## src/rtl/fetch_sequencer.sv

```systemverilog
// -----------------------------------------------------------------------------
// fetch_sequencer
//
// Purpose:
//   Owns the fetch PC, the branch-epoch ID (brid) and start/halt control for
//   the fetch stage. Each cycle it presents the instruction-memory address and
//   the fetch stage's pc_i/brid_i/branch_i inputs. It accepts branch redirects
//   from execute, discarding any whose epoch does not match the current one,
//   and halt requests from decode.
//
// Ports:
//   clk          clock
//   reset        asynchronous active-low reset
//   start_i      start fetching at start_pc_i (honoured in IDLE/HALT only)
//   start_pc_i   start address
//   stall_i      hold request from the fetch stage
//   br_taken_i   redirect request from execute
//   br_target_i  redirect target
//   br_id_i      epoch of the redirecting instruction
//   halt_i       halt request from decode
//   pc_o         fetch address / fetch-stage pc_i
//   brid_o       current epoch / fetch-stage brid_i
//   branch_o     current fetch is invalid (fetch-stage branch_i)
//   flush_o      one-cycle pulse: squash epochs older than brid_o
//   halted_o     high in HALT
//   state_o      IDLE=0, RUN=1, HALT=2
//
// Redirect acceptance: a redirect is a single-cycle request with no ready
// back-pressure. It is accepted in the cycle br_taken_i is high, br_id_i
// equals brid_o and the FSM is in RUN or HALT; otherwise it is dropped and
// has no effect. Results of acceptance appear on the outputs one cycle later.
// -----------------------------------------------------------------------------
module fetch_sequencer #(
    parameter int                 ADDR         = 16,
    parameter int                 W_BRID       = 4,
    parameter logic [ADDR-1:0]    RESET_VECTOR = '0
) (
    input  logic              clk,
    input  logic              reset,
    input  logic              start_i,
    input  logic [ADDR-1:0]   start_pc_i,
    input  logic              stall_i,
    input  logic              br_taken_i,
    input  logic [ADDR-1:0]   br_target_i,
    input  logic [W_BRID-1:0] br_id_i,
    input  logic              halt_i,
    output logic [ADDR-1:0]   pc_o,
    output logic [W_BRID-1:0] brid_o,
    output logic              branch_o,
    output logic              flush_o,
    output logic              halted_o,
    output logic [1:0]        state_o
);

    typedef enum logic [1:0] {
        ST_IDLE = 2'd0,
        ST_RUN  = 2'd1,
        ST_HALT = 2'd2
    } state_t;

    state_t            state_q;
    logic [ADDR-1:0]   pc_q;
    logic [W_BRID-1:0] brid_q;
    logic              flush_q;
    logic              halted_q;

    logic              redir;
    logic [ADDR-1:0]   pc_inc;
    logic [W_BRID-1:0] brid_inc;

    // Only a redirect from the current epoch is meaningful; older ones come
    // from instructions already on a squashed path.
    assign redir    = br_taken_i && (br_id_i == brid_q);
    assign pc_inc   = pc_q + ADDR'(1);
    assign brid_inc = brid_q + W_BRID'(1);

    always_ff @(posedge clk or negedge reset) begin
        if (!reset) begin
            state_q  <= ST_IDLE;
            pc_q     <= RESET_VECTOR;
            brid_q   <= '0;
            flush_q  <= 1'b0;
            halted_q <= 1'b0;
        end else begin
            flush_q <= 1'b0;
            case (state_q)
                ST_IDLE: begin
                    if (start_i) begin
                        pc_q    <= start_pc_i;
                        state_q <= ST_RUN;
                    end
                end
                ST_RUN: begin
                    if (redir) begin
                        pc_q    <= br_target_i;
                        brid_q  <= brid_inc;
                        flush_q <= 1'b1;
                    end else if (halt_i) begin
                        state_q  <= ST_HALT;
                        halted_q <= 1'b1;
                    end else if (!stall_i) begin
                        pc_q <= pc_inc;
                    end
                end
                ST_HALT: begin
                    // A redirect here means the halt came from a wrong path.
                    if (redir) begin
                        pc_q     <= br_target_i;
                        brid_q   <= brid_inc;
                        flush_q  <= 1'b1;
                        state_q  <= ST_RUN;
                        halted_q <= 1'b0;
                    end else if (start_i) begin
                        pc_q     <= start_pc_i;
                        state_q  <= ST_RUN;
                        halted_q <= 1'b0;
                    end
                end
                default: begin
                    // Encoding 3 is unreachable; recover to IDLE.
                    state_q  <= ST_IDLE;
                    halted_q <= 1'b0;
                end
            endcase
        end
    end

    // The fetch being latched this cycle is wrong-path when a redirect is
    // accepted, so it is killed combinationally.
    assign branch_o = (state_q != ST_RUN) || redir;
    assign pc_o     = pc_q;
    assign brid_o   = brid_q;
    assign flush_o  = flush_q;
    assign halted_o = halted_q;
    assign state_o  = state_q;

endmodule

```

## config.mk

```make
export PLATFORM = sky130hd
export DESIGN_NAME = fetch_sequencer
export DESIGN_NICKNAME = d
export VERILOG_FILES = /design/src/rtl/fetch_sequencer.sv
export SDC_FILE = /design/constraint.sdc
export NUM_CORES = 1
export LEC_CHECK = 0
export CAP_MARGIN = 15
export CORE_MARGIN = 2
export CORE_UTILIZATION = 49
export DETAILED_ROUTE_END_ITERATION = 16
export PLACE_DENSITY = 0.9
export SYNTH_ARGS = -nofsm -noshare
export SYNTH_HDL_FRONTEND = slang
export SYNTH_SLANG_ARGS = --single-unit
```

## constraint.sdc

```tcl
create_clock -name clk -period 3.5 [get_ports clk]
set_clock_uncertainty 0.05 [all_clocks]
set_input_delay 0.7 -clock clk [delete_from_list [all_inputs] [get_ports clk]]
set_output_delay 0.7 -clock clk [all_outputs]
set_load 0.05 [all_outputs]
```

==> results.txt, run 1 <==
status: complete, no violations
Mapped Area: 1950 um^2
CP Cell Sequence: clkdlybuf4s50_1 -> xnor2_1 -> and3_1 -> nand2_1 -> nand2_1 -> buf_12
Seq/Total Area, Yosys: 30.7%
mux contribution to synthesized area: 4.16%
CP required: 2750 ps
Routed wire per std cell: 18.1 um
HPWL after DPL: 4.18 mm
Static Leak: 0.000978 uW
post-synthesis net count: 264
unrepaired setup endpoints after global routing: no
gr usage total: 27.1%
multi-input logic area: 1210 um^2
post-CTS resize count: 0
largest net degree at the start of global routing: 25
Hold Path Class: reg2reg
IO Pins: 67
Clk Latency, worst-skew pair: 270 ps
port bufs: 66
Synth Area in Adders: 3.84%
Final nets: 322
FF+latch area: 601 um^2
Die X: 67.1 um
number of buffer and inverter stages on the critical path: 2
fin crit share: 83.9%
CP Launch Type: input port
Post-CTS Setup Bufs: 0
Placer Congestion: 0.931
CP delay by family, top: simple AND/OR/NAND/NOR gates
Reg2Reg Setup Slack: 790 ps
# fillers: 307
Die Area: 4510 um^2
final design utilization: 71.4%
Post-Synth XOR/XNOR Area: 5.38%
vias in the first global route: 2,040
post-synthesis register bit count: 24
clk slew on worst S/H paths: 80 ps
CP arrival: 2190 ps
Row Count: 22
WHS: 499 ps
CP Capture Type: primary output
Post-DRT Antenna Nets: 0
power per cell area: 897 nW/um^2
CTS Root Cell: clkbuf_8
Post-Place Cell Area: 2630 um^2
placed cell count: 317
first-pass GRT wire length: 9.32 mm
H-tree Lvls: 1
DRC Markers: 0
Final Hold Fails: 0
vias: 2,140
gr ovfl total: 0
initial antenna violation count: 0
Largest stage delay, worst path: 470 ps
number of DRC markers in iteration 0: 256
TritonCTS Buffers: 3
max-slew violation count: 0
Routed Wire Length: 5.80 mm
CP max FO: 8
Max stage delay cell, worst path: clkdlybuf4s50_1
# clock sinks: 24
final cell count without fillers: 320
critical setup path kind: in2out
simple-gate share of the synthesized area: 19.3%
worst-margin pin slew: 893 ps
Slew HR: 40.4%
CTS tree: yes
die height: 67.1 um
core box area: 3740 um^2
synth unique cells: 43
fin area: 2670 um^2
drt first pass iters: 5
fmax: 340 MHz
n_diodes: 0
final setup TNS: 0 ps
Clock Tree Buf Depth: 2
most used cell, CP: nand2_1
max cap viols: 0
Ys Warns: 0
share of layout cells above drive strength 1: 5.15%
initial core utilization: 52.2%
mean post-synth cell area: 9.04 um^2
Area Growth Syn to Fin: 36.8%
Cells after Synth: 216
fin crit period: 2940 ps
VDD IR max: 0.768 mV
routed vias/inst: 6.69
CTS Hold Bufs: 0
final setup vio count: 0
main combinational cell family by area after synthesis: compound AO/OA/AOI/OAI gates
Compound-Gate Fraction of Synth Area: 29.5%
cell usage in the layout, fill, tap and decap left out, drive strengths merged:
cell type / count
clkdlybuf4s50: 65
dfrtp: 24
nand4: 17
a211oi: 15
a221o: 13
nand3: 12
inv: 9
nand2: 8
o221ai: 8
o211ai: 8
buf: 8
mux2i: 7
nor4: 7
xnor2: 6
o31a: 6
xor2: 6
ha: 6
nor3: 5
o21ai: 5
nor2: 4
or3: 4
a31oi: 4
nand2b: 3
and3: 3
a21oi: 3
clkbuf: 3
o21a: 2
o2bb2ai: 2
or2: 2
o22ai: 1
and4: 1
a41oi: 1
and4b: 1
mux2: 1
a21boi: 1
o32a: 1
routing by layer:
| metal | wire length [um] | share of wire, % | global-route usage (%) | vias up |
|---|---|---|---|---|
| li1 | - | - | - | 977 |
| met1 | 2270 | 39 | 32.5 | 1014 |
| met2 | 2900 | 50 | 47.8 | 126 |
| met3 | 487 | 8.4 | 5.50 | 23 |
| met4 | 140 | 2.4 | 9.95 | 0 |
| met5 | 0 | 0 | 0 | - |
cell families after synthesis:
logic type | count (synthesis)
AOI/OAI and AO/OA | 70
xor gates and xnor gates | 12
adders and majority gates | 6
buffers and inverters | 29
DFF | 24
muxes | 8
and+or+nand+nor | 67
state kept, by name, summed over array words and instances (netlist names):
name      cells
brid_o        4
flush_o       1
halted_o      1
pc_o         16
state_o       2
synth_stat cells:
cell type / count / area share [%]
or2_4: 1 / 0.45
nand3_1: 12 / 3.1
buf_1: 1 / 0.19
o21ai_1: 1 / 0.26
and4_1: 1 / 0.45
a211oi_2: 1 / 0.64
inv_1: 9 / 1.7
nand2b_1: 3 / 0.96
mux2_1: 1 / 0.58
buf_4: 1 / 0.38
nor4_1: 7 / 2.2
a31oi_4: 1 / 1.1
nand2_1: 8 / 1.5
o32a_1: 1 / 0.51
o21a_1: 2 / 0.77
buf_2: 6 / 1.5
clkbuf_1: 9 / 1.7
nor2_1: 4 / 0.77
buf_6: 2 / 1.2
a31oi_1: 3 / 0.96
o211ai_1: 8 / 3.1
dfrtp_1: 24 / 31
xor2_1: 6 / 2.7
and3_1: 3 / 0.96
a21oi_1: 3 / 0.77
o22ai_1: 1 / 0.32
clkbuf_4: 1 / 0.38
or2_1: 1 / 0.32
mux2i_1: 7 / 3.6
xnor2_1: 6 / 2.7
o21ai_0: 4 / 1.0
nand4_1: 17 / 5.4
a221o_1: 13 / 6.7
nor3_1: 5 / 1.3
or3_1: 4 / 1.3
a41oi_1: 1 / 0.45
ha_1: 6 / 3.8
o2bb2ai_1: 2 / 0.90
o31a_1: 6 / 2.7
a21boi_1: 1 / 0.38
and4b_1: 1 / 0.51
o221ai_1: 8 / 3.6
a211oi_1: 14 / 5.4
metrics by stage:
step                worst slack [ps]  power (uW)
floorplan                       1040        1750
global placement                 600        2170
detailed placement               493        2210
CTS                              579        2380
global route                     397        2540
finish                           563        2400
area by class of cell:
class,instances,area share [%]
Tap cell,48,2.25
Clock buffer,3,1.54
Sequential cell,24,22.5
Multi-Input combinational cell,163,45.4
Timing Repair Buffer,73,27.1
Inverter,9,1.26
where the power goes:
| group | total (uW) | internal [uW] | switching [uW] |
|---|---|---|---|
| combinational | 1670 | 620 | 1050 |
| sequential | 560 | 388 | 172 |
| clock | 166 | 77.2 | 88.7 |
| total | 2400 | 1090 | 1310 |
worst paths after layout:
check | endpoint | start | depth (start not counted)
setup / recovery | branch_o | br_id_i[2] | 6
hold / removal | brid_o[3] | brid_o[3] | 1
setup reg to reg | pc_o[8] | state_o[0] | 6
hold reg to reg | brid_o[3] | brid_o[3] | 1
max in group asynchronous | pc_o[14] | reset | 2
min in group asynchronous | halted_o | reset | 2
No activity file was read; power rests on OpenSTA's default activity.
==> run 2: changes to the inputs <==
Settings changed: CORE_UTILIZATION 49 to 41, PLACE_DENSITY 0.9 to 0.8.
Clock period 3.5 ns to 2.5 ns, I/O delays scaled along.
==> run 2 against run 1 <==
  * Clock-buffer cell count is 1 higher
  * Utilization is 11 points lower
  * Combinational power is 47% higher
  * Critical path type unchanged
  * Largest cell class unchanged
==> results.txt, run 2 (synthesis results as in run 1) <==
number of DRC markers in iteration 0: 228 (-11%)
max-slew violation count: 0 (unchanged)
IO Pins: 67 (unchanged)
Die X: 73.0 um (+8.8%)
CTS tree: yes
Hold Path Class: reg2reg
CP delay by family, top: buffers and inverters
CP required: 1950 ps (-800 ps)
unrepaired setup endpoints after global routing: no
Static Leak: 0.00104 uW (+6.8%)
Routed Wire Length: 5.64 mm (-2.8%)
# fillers: 410 (+34%)
critical setup path kind: in2out
CTS Hold Bufs: 0 (unchanged)
HPWL after DPL: 4.16 mm (-0.50%)
gr ovfl total: 0 (unchanged)
CP Capture Type: primary output
first-pass GRT wire length: 9.46 mm (+1.5%)
Area Growth Syn to Fin: 43.2%
final design utilization: 60.0% (-11 points)
n_diodes: 0 (unchanged)
post-CTS resize count: 0 (unchanged)
power per cell area: 1260 nW/um^2 (+40%)
fin crit period: 2390 ps
clk slew on worst S/H paths: 90 ps (about the same)
Row Count: 25 (+14%)
met3 usage: 3.18% (-2.3 points)
CP Launch Type: input port
most used cell, CP: nand2_1
core box area: 4660 um^2 (+24%)
CTS Root Cell: clkbuf_8
gr usage total: 21.9% (-5.2 points)
drt first pass iters: 4 (-1)
Slew HR: 62.0% (+22 points)
Hold Path Origin: brid_o[3]
routed vias/inst: 6.33 (-5.4%)
vias in the first global route: 2,048 (+0.39%)
initial antenna violation count: 0 (unchanged)
status: complete, no violations
initial core utilization: 41.9% (-10 points)
global-route met2 utilization: 36.5% (-11 points)
share of layout cells above drive strength 1: 9.86% (+4.7 points)
VDD IR max: 0.671 mV (-13%)
TritonCTS Buffers: 3 (unchanged)
number of buffer and inverter stages on the critical path: 3 (+1)
Routed wire per std cell: 16.7 um (-8.0%)
vias: 2,138 (-0.093%)
max FFs per register: 16 (unchanged)
Post-CTS Setup Bufs: 0 (unchanged)
CP max FO: 6 (-2)
Largest stage delay, worst path: 500 ps (+30 ps)
# clock sinks: 24 (unchanged)
Max stage delay cell, worst path: clkdlybuf4s50_1
met1 Track Usage GR: 29.9% (-2.6 points)
most common cell after layout, fill and taps aside: clkdlybuf4s50_1
Die Area: 5330 um^2 (+18%)
CP arrival: 1840 ps (-350 ps)
port bufs: 66 (unchanged)
max cap viols: 0 (unchanged)
grt peak-use layer: met2
H-tree Lvls: 1 (unchanged)
WHS: 489 ps (-9.73 ps)
CP Cell Sequence: clkdlybuf4s50_1 -> xnor2_2 -> and3_4 -> buf_4 -> nand2_1 -> nand2_1 -> buf_12
Post-DRT Antenna Nets: 0 (unchanged)
r2r startpoint: state_o[1]
most frequent cells in the layout: 65 x clkdlybuf4s50_1, 24 x dfrtp_1, 18 x buf_4
fin crit share: 95.6%
crit path from: br_id_i[1]
Placer Congestion: 0.866 (-7.0%)
DRC Markers: 0 (unchanged)
worst-margin pin slew: 569 ps (-324 ps)
die height: 73.0 um (+8.8%)
Clock Tree Buf Depth: 2 (unchanged)
largest net degree at the start of global routing: 25 (unchanged)
Final Hold Fails: 0 (unchanged)
final setup vio count: 0 (unchanged)
Clk Latency, worst-skew pair: 260 ps (about the same)
fmax: 418 MHz
Final nets: 333 (+3.4%)
## run 2: metal layers
layer  wire, um  vias up  part of all wire (%)
met5          0        -                     0
li1           -     1003                     -
met1       2430     1034                    43
met3        414        4                   7.3
met2       2760       97                    49
met4         36        0                  0.64
## run 2: cell type report
| class | instances | area, um^2 | share of cell area [%] |
|---|---|---|---|
| flip-flops and latches | 24 | 601 | 21.5 |
| repair buffers | 84 | 806 | 28.8 |
| inverters | 9 | 33.8 | 1.21 |
| well taps | 54 | 67.6 | 2.42 |
| clock buffers | 4 | 55.1 | 1.97 |
| multi-input cells | 163 | 1230 | 44.1 |
## run 2: stage by stage
stage          std cells  setup TNS [ps]  total power (uW)  worst slack [ps]  cell area, um^2
5_1_grt              338               0              3750              18.9             2800
2_1_floorplan        216               0              2450              92.5             1950
3_3_place_gp         334            -917              3160             -71.5             2720
6_report             338               0              3520               110             2800
4_1_cts              338               0              3480              68.9             2780
3_5_place_dp         334           -1810              3200              -148             2720
## run 2: final timing paths
kind                        endpoint  slack (ps)  depth (start not counted)
min in group asynchronous    pc_o[9]         540                          2
max in group asynchronous    pc_o[0]        1610                          2
hold reg to reg            brid_o[3]         490                          1
setup reg to reg             pc_o[9]         300                          6
hold / removal             brid_o[3]         490                          1
setup / recovery            branch_o         110                          7
## run 2: worst reg2reg max path: stages (launching register included)
cell,delay (ps)
dfrtp_1,410
inv_1,110
ha_1,410
inv_1,130
o31a_1,310
or2_4,300
a221o_1,370
## run 2: power by group
| part | total [uW] | leakage (uW) | internal (uW) | switching [uW] |
|---|---|---|---|---|
| Combinational | 2460 | 0.000707 | 964 | 1500 |
| Clock | 272 | 0.0000288 | 141 | 131 |
| Sequential | 786 | 0.000309 | 543 | 243 |
